$ cat src/rtl/adc_frame_align_if.sv
// rtl/adc_frame_align_if.sv - deserializer-side lanes, control and assembled-sample bundle
interface adc_frame_align_if #(
  parameter int CH    = 8,
  parameter int LANES = 2,
  parameter int SER   = 8
);
  localparam int DW  = CH * LANES * SER;
  localparam int SCW = $clog2(SER + 1);

  // lane_data is flattened channel-major, lane-minor: word [ch][lane] at bit (ch*LANES+lane)*SER
  logic           rx_locked;
  logic           realign;
  logic [SER-1:0] frame_word;
  logic [DW-1:0]  lane_data;

  logic           bitslip;
  logic           aligned;
  logic           align_err;
  logic [SCW-1:0] slip_count;
  logic [DW-1:0]  sample_data;
  logic           sample_valid;

  modport master (
    output rx_locked, realign, frame_word, lane_data,
    input  bitslip, aligned, align_err, slip_count, sample_data, sample_valid
  );

  modport slave (
    input  rx_locked, realign, frame_word, lane_data,
    output bitslip, aligned, align_err, slip_count, sample_data, sample_valid
  );
endinterface

$ cat src/rtl/adc_frame_align.sv
// rtl/adc_frame_align.sv - frame-pattern bitslip aligner and multi-lane sample assembler
module adc_frame_align #(
  parameter int             CH            = 8,
  parameter int             LANES         = 2,
  parameter int             SER           = 8,
  parameter logic [SER-1:0] FRAME_PATTERN = 8'hF0,
  parameter int             MATCH_COUNT   = 16,
  parameter int             SLIP_WAIT     = 4,
  parameter int             ERR_LIMIT     = 4
) (
  input  logic               adc_system_clk,
  input  logic               adc_system_rst_n,
  adc_frame_align_if.slave   bus
);

  localparam int DW  = CH * LANES * SER;
  localparam int CW  = LANES * SER;
  localparam int SCW = $clog2(SER + 1);
  localparam int MW  = $clog2(MATCH_COUNT + 1);
  localparam int EW  = $clog2(ERR_LIMIT + 1);
  localparam int WW  = $clog2(SLIP_WAIT + 1);

  localparam logic [MW-1:0]  MATCH_LAST = MW'(MATCH_COUNT - 1);
  localparam logic [EW-1:0]  ERR_LAST   = EW'(ERR_LIMIT - 1);
  localparam logic [WW-1:0]  WAIT_LAST  = WW'(SLIP_WAIT - 1);
  localparam logic [SCW-1:0] SLIP_LAST  = SCW'(SER - 1);

  typedef enum logic [2:0] {
    S_IDLE,
    S_CHECK,
    S_SLIP,
    S_WAIT,
    S_LOCKED
  } state_t;

  state_t         state_q, state_d;
  logic [MW-1:0]  match_cnt_q, match_cnt_d;
  logic [EW-1:0]  err_cnt_q, err_cnt_d;
  logic [WW-1:0]  wait_cnt_q, wait_cnt_d;
  logic [SCW-1:0] slip_cnt_q, slip_cnt_d;
  logic           aligned_q, aligned_d;
  logic           align_err_q, align_err_d;
  logic           bitslip_q, bitslip_d;
  logic [DW-1:0]  sample_q, sample_d;
  logic           valid_q;
  logic           frame_ok;

  assign frame_ok = (bus.frame_word == FRAME_PATTERN);

  // Next-state logic: lock loss beats realign, realign beats the normal search/track flow
  always_comb begin
    state_d     = state_q;
    match_cnt_d = match_cnt_q;
    err_cnt_d   = err_cnt_q;
    wait_cnt_d  = wait_cnt_q;
    slip_cnt_d  = slip_cnt_q;
    aligned_d   = aligned_q;
    align_err_d = align_err_q;
    bitslip_d   = 1'b0;

    if (!bus.rx_locked) begin
      state_d     = S_IDLE;
      aligned_d   = 1'b0;
      match_cnt_d = '0;
      err_cnt_d   = '0;
      wait_cnt_d  = '0;
      slip_cnt_d  = '0;
    end else if (bus.realign && (state_q != S_IDLE)) begin
      state_d     = S_CHECK;
      aligned_d   = 1'b0;
      match_cnt_d = '0;
      err_cnt_d   = '0;
      wait_cnt_d  = '0;
      slip_cnt_d  = '0;
      align_err_d = 1'b0;
    end else begin
      case (state_q)
        S_IDLE: begin
          state_d = S_CHECK;
        end
        S_CHECK: begin
          if (frame_ok) begin
            if (match_cnt_q == MATCH_LAST) begin
              state_d     = S_LOCKED;
              aligned_d   = 1'b1;
              match_cnt_d = '0;
            end else begin
              match_cnt_d = match_cnt_q + 1'b1;
            end
          end else begin
            // The strobe and the slip count are registered together on entry to SLIP
            match_cnt_d = '0;
            state_d     = S_SLIP;
            bitslip_d   = 1'b1;
            if (slip_cnt_q == SLIP_LAST) begin
              slip_cnt_d  = '0;
              align_err_d = 1'b1;
            end else begin
              slip_cnt_d = slip_cnt_q + 1'b1;
            end
          end
        end
        S_SLIP: begin
          state_d    = S_WAIT;
          wait_cnt_d = '0;
        end
        S_WAIT: begin
          if (wait_cnt_q == WAIT_LAST) begin
            state_d    = S_CHECK;
            wait_cnt_d = '0;
          end else begin
            wait_cnt_d = wait_cnt_q + 1'b1;
          end
        end
        S_LOCKED: begin
          if (frame_ok) begin
            err_cnt_d = '0;
          end else if (err_cnt_q == ERR_LAST) begin
            state_d     = S_CHECK;
            aligned_d   = 1'b0;
            err_cnt_d   = '0;
            match_cnt_d = '0;
          end else begin
            err_cnt_d = err_cnt_q + 1'b1;
          end
        end
        default: begin
          state_d = S_IDLE;
        end
      endcase
    end
  end

  // Alignment state and status registers
  always_ff @(posedge adc_system_clk or negedge adc_system_rst_n) begin
    if (!adc_system_rst_n) begin
      state_q     <= S_IDLE;
      match_cnt_q <= '0;
      err_cnt_q   <= '0;
      wait_cnt_q  <= '0;
      slip_cnt_q  <= '0;
      aligned_q   <= 1'b0;
      align_err_q <= 1'b0;
      bitslip_q   <= 1'b0;
    end else begin
      state_q     <= state_d;
      match_cnt_q <= match_cnt_d;
      err_cnt_q   <= err_cnt_d;
      wait_cnt_q  <= wait_cnt_d;
      slip_cnt_q  <= slip_cnt_d;
      aligned_q   <= aligned_d;
      align_err_q <= align_err_d;
      bitslip_q   <= bitslip_d;
    end
  end

  // Concatenate each channel's lanes with the highest lane in the MSBs
  always_comb begin
    sample_d = '0;
    for (int ch = 0; ch < CH; ch++) begin
      for (int ln = 0; ln < LANES; ln++) begin
        sample_d[ch*CW + ln*SER +: SER] = bus.lane_data[(ch*LANES + ln)*SER +: SER];
      end
    end
  end

  // Sample register; valid is aligned delayed one cycle so it lines up with the data
  always_ff @(posedge adc_system_clk or negedge adc_system_rst_n) begin
    if (!adc_system_rst_n) begin
      sample_q <= '0;
      valid_q  <= 1'b0;
    end else begin
      sample_q <= sample_d;
      valid_q  <= aligned_q;
    end
  end

  assign bus.bitslip      = bitslip_q;
  assign bus.aligned      = aligned_q;
  assign bus.align_err    = align_err_q;
  assign bus.slip_count   = slip_cnt_q;
  assign bus.sample_data  = sample_q;
  assign bus.sample_valid = valid_q;

endmodule
$ cat src/flat_wrapper.sv
// flat-port wrapper written by rule: the top's interface ports become plain ports
module adc_frame_align_flat 
#(
  parameter int             CH            = 8,
  parameter int             LANES         = 2,
  parameter int             SER           = 8,
  parameter logic [SER-1:0] FRAME_PATTERN = 8'hF0,
  parameter int             MATCH_COUNT   = 16,
  parameter int             SLIP_WAIT     = 4,
  parameter int             ERR_LIMIT     = 4
)
  (adc_system_clk, adc_system_rst_n, bus_rx_locked, bus_realign, bus_frame_word, bus_lane_data, bus_bitslip, bus_aligned, bus_align_err, bus_slip_count, bus_sample_data, bus_sample_valid);
  adc_frame_align_if #(.CH(CH), .LANES(LANES), .SER(SER)) bus_i ();
  input  logic adc_system_clk;
  input  logic adc_system_rst_n;
  input wire logic [$bits(bus_i.rx_locked)-1:0] bus_rx_locked;
  input wire logic [$bits(bus_i.realign)-1:0] bus_realign;
  input wire logic [$bits(bus_i.frame_word)-1:0] bus_frame_word;
  input wire logic [$bits(bus_i.lane_data)-1:0] bus_lane_data;
  output wire logic [$bits(bus_i.bitslip)-1:0] bus_bitslip;
  output wire logic [$bits(bus_i.aligned)-1:0] bus_aligned;
  output wire logic [$bits(bus_i.align_err)-1:0] bus_align_err;
  output wire logic [$bits(bus_i.slip_count)-1:0] bus_slip_count;
  output wire logic [$bits(bus_i.sample_data)-1:0] bus_sample_data;
  output wire logic [$bits(bus_i.sample_valid)-1:0] bus_sample_valid;
  assign bus_i.rx_locked = bus_rx_locked;
  assign bus_i.realign = bus_realign;
  assign bus_i.frame_word = bus_frame_word;
  assign bus_i.lane_data = bus_lane_data;
  assign bus_bitslip = bus_i.bitslip;
  assign bus_aligned = bus_i.aligned;
  assign bus_align_err = bus_i.align_err;
  assign bus_slip_count = bus_i.slip_count;
  assign bus_sample_data = bus_i.sample_data;
  assign bus_sample_valid = bus_i.sample_valid;
  adc_frame_align #(.CH(CH), .LANES(LANES), .SER(SER), .FRAME_PATTERN(FRAME_PATTERN), .MATCH_COUNT(MATCH_COUNT), .SLIP_WAIT(SLIP_WAIT), .ERR_LIMIT(ERR_LIMIT)) u_core (.adc_system_clk(adc_system_clk), .adc_system_rst_n(adc_system_rst_n), .bus(bus_i));
endmodule
$ cat config.mk
export PLATFORM = sky130hd
export DESIGN_NAME = adc_frame_align_flat
export DESIGN_NICKNAME = d
export VERILOG_FILES = /design/src/rtl/adc_frame_align_if.sv /design/src/rtl/adc_frame_align.sv /design/src/flat_wrapper.sv
export SDC_FILE = /design/constraint.sdc
export NUM_CORES = 1
export LEC_CHECK = 0
export ABC_CLOCK_PERIOD_IN_PS = 3800
export BUFFER_PORTS_ARGS = -buffer_cell sky130_fd_sc_hd__buf_2
export CAP_MARGIN = 10
export CELL_PAD_IN_SITES_DETAIL_PLACEMENT = 0
export CELL_PAD_IN_SITES_GLOBAL_PLACEMENT = 1
export CORE_MARGIN = 8
export CORE_UTILIZATION = 35
export DETAILED_ROUTE_END_ITERATION = 10
export HOLD_SLACK_MARGIN = 0.1
export PLACE_DENSITY = 0.9
export SYNTH_ARGS = -nofsm -noshare
export SYNTH_HDL_FRONTEND = slang
export SYNTH_SLANG_ARGS = --single-unit
$ cat constraint.sdc
create_clock -name adc_system_clk -period 3.8 [get_ports adc_system_clk]
set_input_delay 0.38 -clock adc_system_clk [delete_from_list [all_inputs] [get_ports adc_system_clk]]
set_output_delay 0.38 -clock adc_system_clk [all_outputs]
set_load 0.05 [all_outputs]
* Yosys cells after proc, flatten, opt, wreduce, memory -nomap -nowiden
Index checks and enable logic that the tools add are counted.
** Word-level totals
- Word-level logic and storage cells :: 89
- Bits of input ports :: 140
- Output and inout port bits :: 136
- Bits in registers :: 150
** Operators by class
- Reductions and logical operators :: 10
- Multiplexer cells :: 44
- Eq/ne operators :: 21
- $add $sub $neg :: 4
** Operator list (number)
- 3-bit 2-to-1 mux :: 15
- 5-bit 2-to-1 mux :: 6
- 4-bit 2-to-1 mux :: 5
- 4-bit by 2-bit inequality test with 1-bit output (second input constant) :: 4
- 3-bit one-hot mux with 5 select lines :: 1
- 1-bit 2-to-1 mux :: 14
- 3-bit by 2-bit equality test with 1-bit output (second input constant) :: 4
- 5-bit one-hot mux with 2 select lines :: 1
- 8-bit equality test (second input constant) :: 1
- 4-bit by 1-bit inequality test with 1-bit output (second input constant) :: 2
- 4-bit AND reduction :: 2
- 3-bit by 1-bit adder with 3-bit output (second input constant) :: 2
- 3-bit by 1-bit inequality test with 1-bit output (second input constant) :: 2
- 3-bit one-hot mux with 2 select lines :: 1
- 5-bit by 1-bit adder with 5-bit output (second input constant) :: 1
- 5-bit by 4-bit equality test with 1-bit output (second input constant) :: 1
- 5-bit inequality test (second input constant) :: 1
- 5-bit AND reduction :: 1
- 4-bit by 1-bit adder with 4-bit output (second input constant) :: 1
- 4-bit by 3-bit equality test with 1-bit output (second input constant) :: 1
- 4-bit inequality test (second input constant) :: 1
- 2-bit nonzero test :: 2
- 3-bit by 1-bit equality test with 1-bit output (second input constant) :: 1
- 3-bit equality test (second input constant) :: 1
- 8 further kinds :: 8

* Longest topological paths before layout
- Depth in word-level cells :: 6
- Gate-level depth with buffers :: 6
- Gate-level depth less buffers :: 6

* Worst setup path after synthesis
Ideal clock, no wire load.
- Kind :: input -> register
- Start :: input bus_frame_word[1]
- End :: register u_core.aligned_q, in the netlist u_core.bus.aligned
- Setup time :: 0.128 ns
- Stages on the path :: 6
- Slack :: 2.168 ns
- Data required time :: 3.672 ns
- Data arrival time :: 1.504 ns
- Path buffers :: 1
- Cells stage by stage :: nor4_4 and2_0 buf_2 a21oi_1 a31oi_1 mux2_1
** Between the ends
- Longest elaborated chain between the ends :: 3
- Elaborated cells between the ends (all ways) :: 4
- Those cells by class :: eq/ne (3); reduce/logical (1)
** RTL lines
- start, declared :: line flat_wrapper.sv:18 : input wire logic [$bits(bus_i.frame_word)-1:0] bus_frame_word;
- 8-bit equality test (*) :: line adc_frame_align.sv:48 : assign frame_ok = (bus.frame_word == FRAME_PATTERN);
- 4-bit by 2-bit inequality test with 1-bit output (no line) or 4-bit inequality test (tied branches)
- 5-bit AND reduction (no line) (*)
- end signal, assigned :: line adc_frame_align.sv:151 : aligned_q <= aligned_d;
- end, declared :: line adc_frame_align.sv:41 : logic aligned_q, aligned_d;
Every way passes the cells marked *; elsewhere a longest branch is shown, timed or not.
A chain may end at the register's enable or synchronous reset.

* Worst setup path after layout
- Start :: register u_core.err_cnt_q[0]
- End :: register u_core.aligned_q, in the netlist u_core.bus.aligned
** Between the ends
- Longest elaborated chain between the ends :: 3
** RTL lines
- start, declared :: line adc_frame_align.sv:38 : logic [EW-1:0] err_cnt_q, err_cnt_d;
- start signal, assigned :: line adc_frame_align.sv:148 : err_cnt_q <= err_cnt_d;
- 3-bit by 2-bit equality test with 1-bit output :: line adc_frame_align.sv:118 : end else if (err_cnt_q == ERR_LAST) begin
- 4-bit by 2-bit inequality test with 1-bit output (no line)
- 5-bit AND reduction (no line)
No other way between the ends.

==> metrics.txt <==
TritonCTS Sinks 150; Initial Utilization 0.355; vias per cell 4.39; Synth top cells by count dfrtp_1 (150), nor2_1 (13), nand2_1 (12); WS Path Type register to register; Hold Fails Final Rpt 0; Mapped Area 4440 um^2; DP HPWL 10.3 mm; Clock Skew 0.00855 ns; GRT Total Usage 0.205; IO Pins 276; clk_lat worst skew 0.42 ns; syn_area_per_cell 17.1 um^2; Final Setup Violations 0; routed via count 3804; Post-CTS Setup Inserts 0; crit end category register; initial DRC count 182; fin crit share 0.492; die width about 130 um; max_cap viols 0; DRT Wirelength 16.3 mm; CTS H-Tree Depth 4; clock buffer count from CTS 17; register area share after synthesis 0.846; RD Place Congestion 0.793; vias in the first global route 4480; EDFF count, synth 0; WL/cell 18.8 um; Worst-Margin Slew a little over 0.9 ns; Routed Antenna Nets 0; most frequent cell after synthesis dfrtp_1; min Tclk post-route 1.87 ns; power per cell area 508 nW/um^2; Remaining Overflow, GRT 0; die height 129 um; I/O Buffers about 280; Die ar. ~17000 um^2; RSZ-0062 raised after global routing no; synthesis warning total 0; pre-CTS setup slack 1.87 ns; leak pwr 3.95 nW; status finished clean; post-route setup TNS 0 ns; largest net degree at the start of global routing 107; maximum clock insertion buffer count 2; Final Max Slew Viols 0; Synth area leader dfrtp_1; crit path launch type register; crit-path max FO 7; Post-Syn Nets 403; Reg clk slew, reported paths around 0.060 ns; clock root buffer clkbuf_16; CTS tree built; Worst EP arrival 2.17 ns; share of layout cells above drive strength 1 0.454; synthesized flop and latch total 150; Synth-to-Final Area Change 78.0%; Area contributors post-synth dfrtp_1 (85%), a21oi_1 (1.1%), ha_1 (1.1%), nor2_1 (1.1%), o21ai_0 (1.0%); worst vdd ir 0.412 mV; Hold Path Class primary input to asynchronous set/reset pin; Post-synth ARST share 1.00; max frequency between 500 and 600 MHz; worst relative slew slack 0.393; drc violations 0; Cell variety after synth 41; fin worst setup slack 1.93 ns; TritonRoute pass-1 iters 4; initial antenna violation count 4; core footprint approximately 13000 um^2; Synth Instances 259; dominant synthesized flop cell dfrtp_1; first-pass GRT wire length 25.2 mm; fin nets 822; row count 41; CP required 4.10 ns; Synth top area share 0.846
==> final cells by class <==
type	count	area [um^2]
tap	172	215
clock buffer	19	453
fill	934	4620
antenna	4	10.0
sequential	150	3750
multi-input combinational	103	644
inverter	1	3.75
timing repair buffer	405	2680
clock inverter	13	141
==> worst paths after layout <==
| check | from | end | slack, ns | cells past startpoint |
|---|---|---|---|---|
| max reg2reg | u_core.err_cnt_q[0]$_DFFE_PN0P_ | u_core.bus.aligned$_DFFE_PN0P_ | 1.93 | 6 |
| min | adc_system_rst_n | u_core.match_cnt_q[1]$_DFFE_PN0P_ | 0.08 | 1 |
| min in group adc_system_clk | bus_realign | u_core.bus.align_err$_DFFE_PN0P_ | 0.24 | 2 |
| max in group asynchronous | adc_system_rst_n | u_core.bus.sample_data[114]$_DFF_PN0_ | 2.88 | 2 |
| min reg2reg | u_core.bus.aligned$_DFFE_PN0P_ | u_core.bus.sample_valid$_DFF_PN0_ | 0.42 | 0 |
| max | u_core.err_cnt_q[0]$_DFFE_PN0P_ | u_core.bus.aligned$_DFFE_PN0P_ | 1.93 | 6 |
==> power by group <==
part | internal, W | leakage, nW | switching, W
combinational | 0.000213 | 1.87 | 0.000429
clock | 0.000957 | 0.287 | 0.000700
sequential | 0.00168 | 1.79 | 0.0000346
total | 0.00285 | 3.95 | 0.00116
==> worst max-delay path, cell delays in order (launching register included) <==
cell      delay (ns)
dfrtp_1         0.37
ha_1            0.18
nor2b_1         0.21
a21boi_1        0.30
o21ai_2         0.16
a31oi_1         0.19
mux2_1          0.35
==> metrics by stage <==
stage | hold WS [ns] | util | cells | power (W) | area [um^2]
finish | 0.0790 | 0.631 | 867 | 0.00401 | 7900
global route | 0.170 | 0.631 | 867 | 0.00416 | 7900
CTS | 0.107 | 0.630 | 863 | 0.00403 | 7890
detailed placement | 0.410 | 0.481 | 703 | 0.00227 | 6010
global placement | 0.401 | 0.481 | 703 | 0.00226 | 6010
floorplan | 0.0844 | - | 259 | 0.00206 | 4440
==> layout by cell type (no fill, tap or decap), types with 4 or more instances in the layout <==
cell | Yosys | layout
nand2b_1 | 4 | 4
a21oi_1 | 10 | 10
a31oi_1 | 4 | 4
ha_1 | 4 | 4
clkbuf_16 | 0 | 17
clkinv_4 | 0 | 4
dfrtp_1 | 150 | 150
dlygate4sd3_1 | 0 | 128
nand2_1 | 12 | 12
buf_2 | 3 | 274
o21ai_0 | 9 | 9
nor2_1 | 13 | 13
nor2b_1 | 5 | 5
nand3_1 | 7 | 7
diode_2 | 0 | 4
==> routing by layer <==
layer  wire (um)  GRT usage
met5           0          0
met4         605      0.106
met3        1550     0.0836
met2        8630      0.362
met1        5530      0.203
==> logic make-up (layout without fill, tap and decap cells) <==
logic type	count (synthesis)	count (layout)	share of synthesized area
AO/OA/AOI/OAI	35	35	0.0485
XOR/XNOR	1	1	0.00197
adder cells (fa/ha/maj)	4	4	0.0113
buffers and inverters	6	438	0.00902
flip-flops	150	150	0.846
multiplexers	1	1	0.00254
other	0	4	0
AND/OR/NAND/NOR	62	62	0.0809
==> state kept, by name, indices dropped and copies added, names as in the netlist <==
signal and flops:
u_core.err_cnt_q 3, u_core.match_cnt_q 5, u_core.wait_cnt_q 3, u_core.bus.aligned 1, u_core.bus.sample_valid 1, u_core.bus.align_err 1, u_core.bus.bitslip 1, u_core.bus.sample_data 128
u_core.state_q 3, u_core.bus.slip_count 4
==> what timing repair did <==
item / CTS / global route
endpoints found under the hold margin: 128 / 0
endpoints found under the setup margin: 0 / 0
resized for setup: 0 / 0
hold buffers: 128 / 0
No activity file was read; power rests on OpenSTA's default activity.
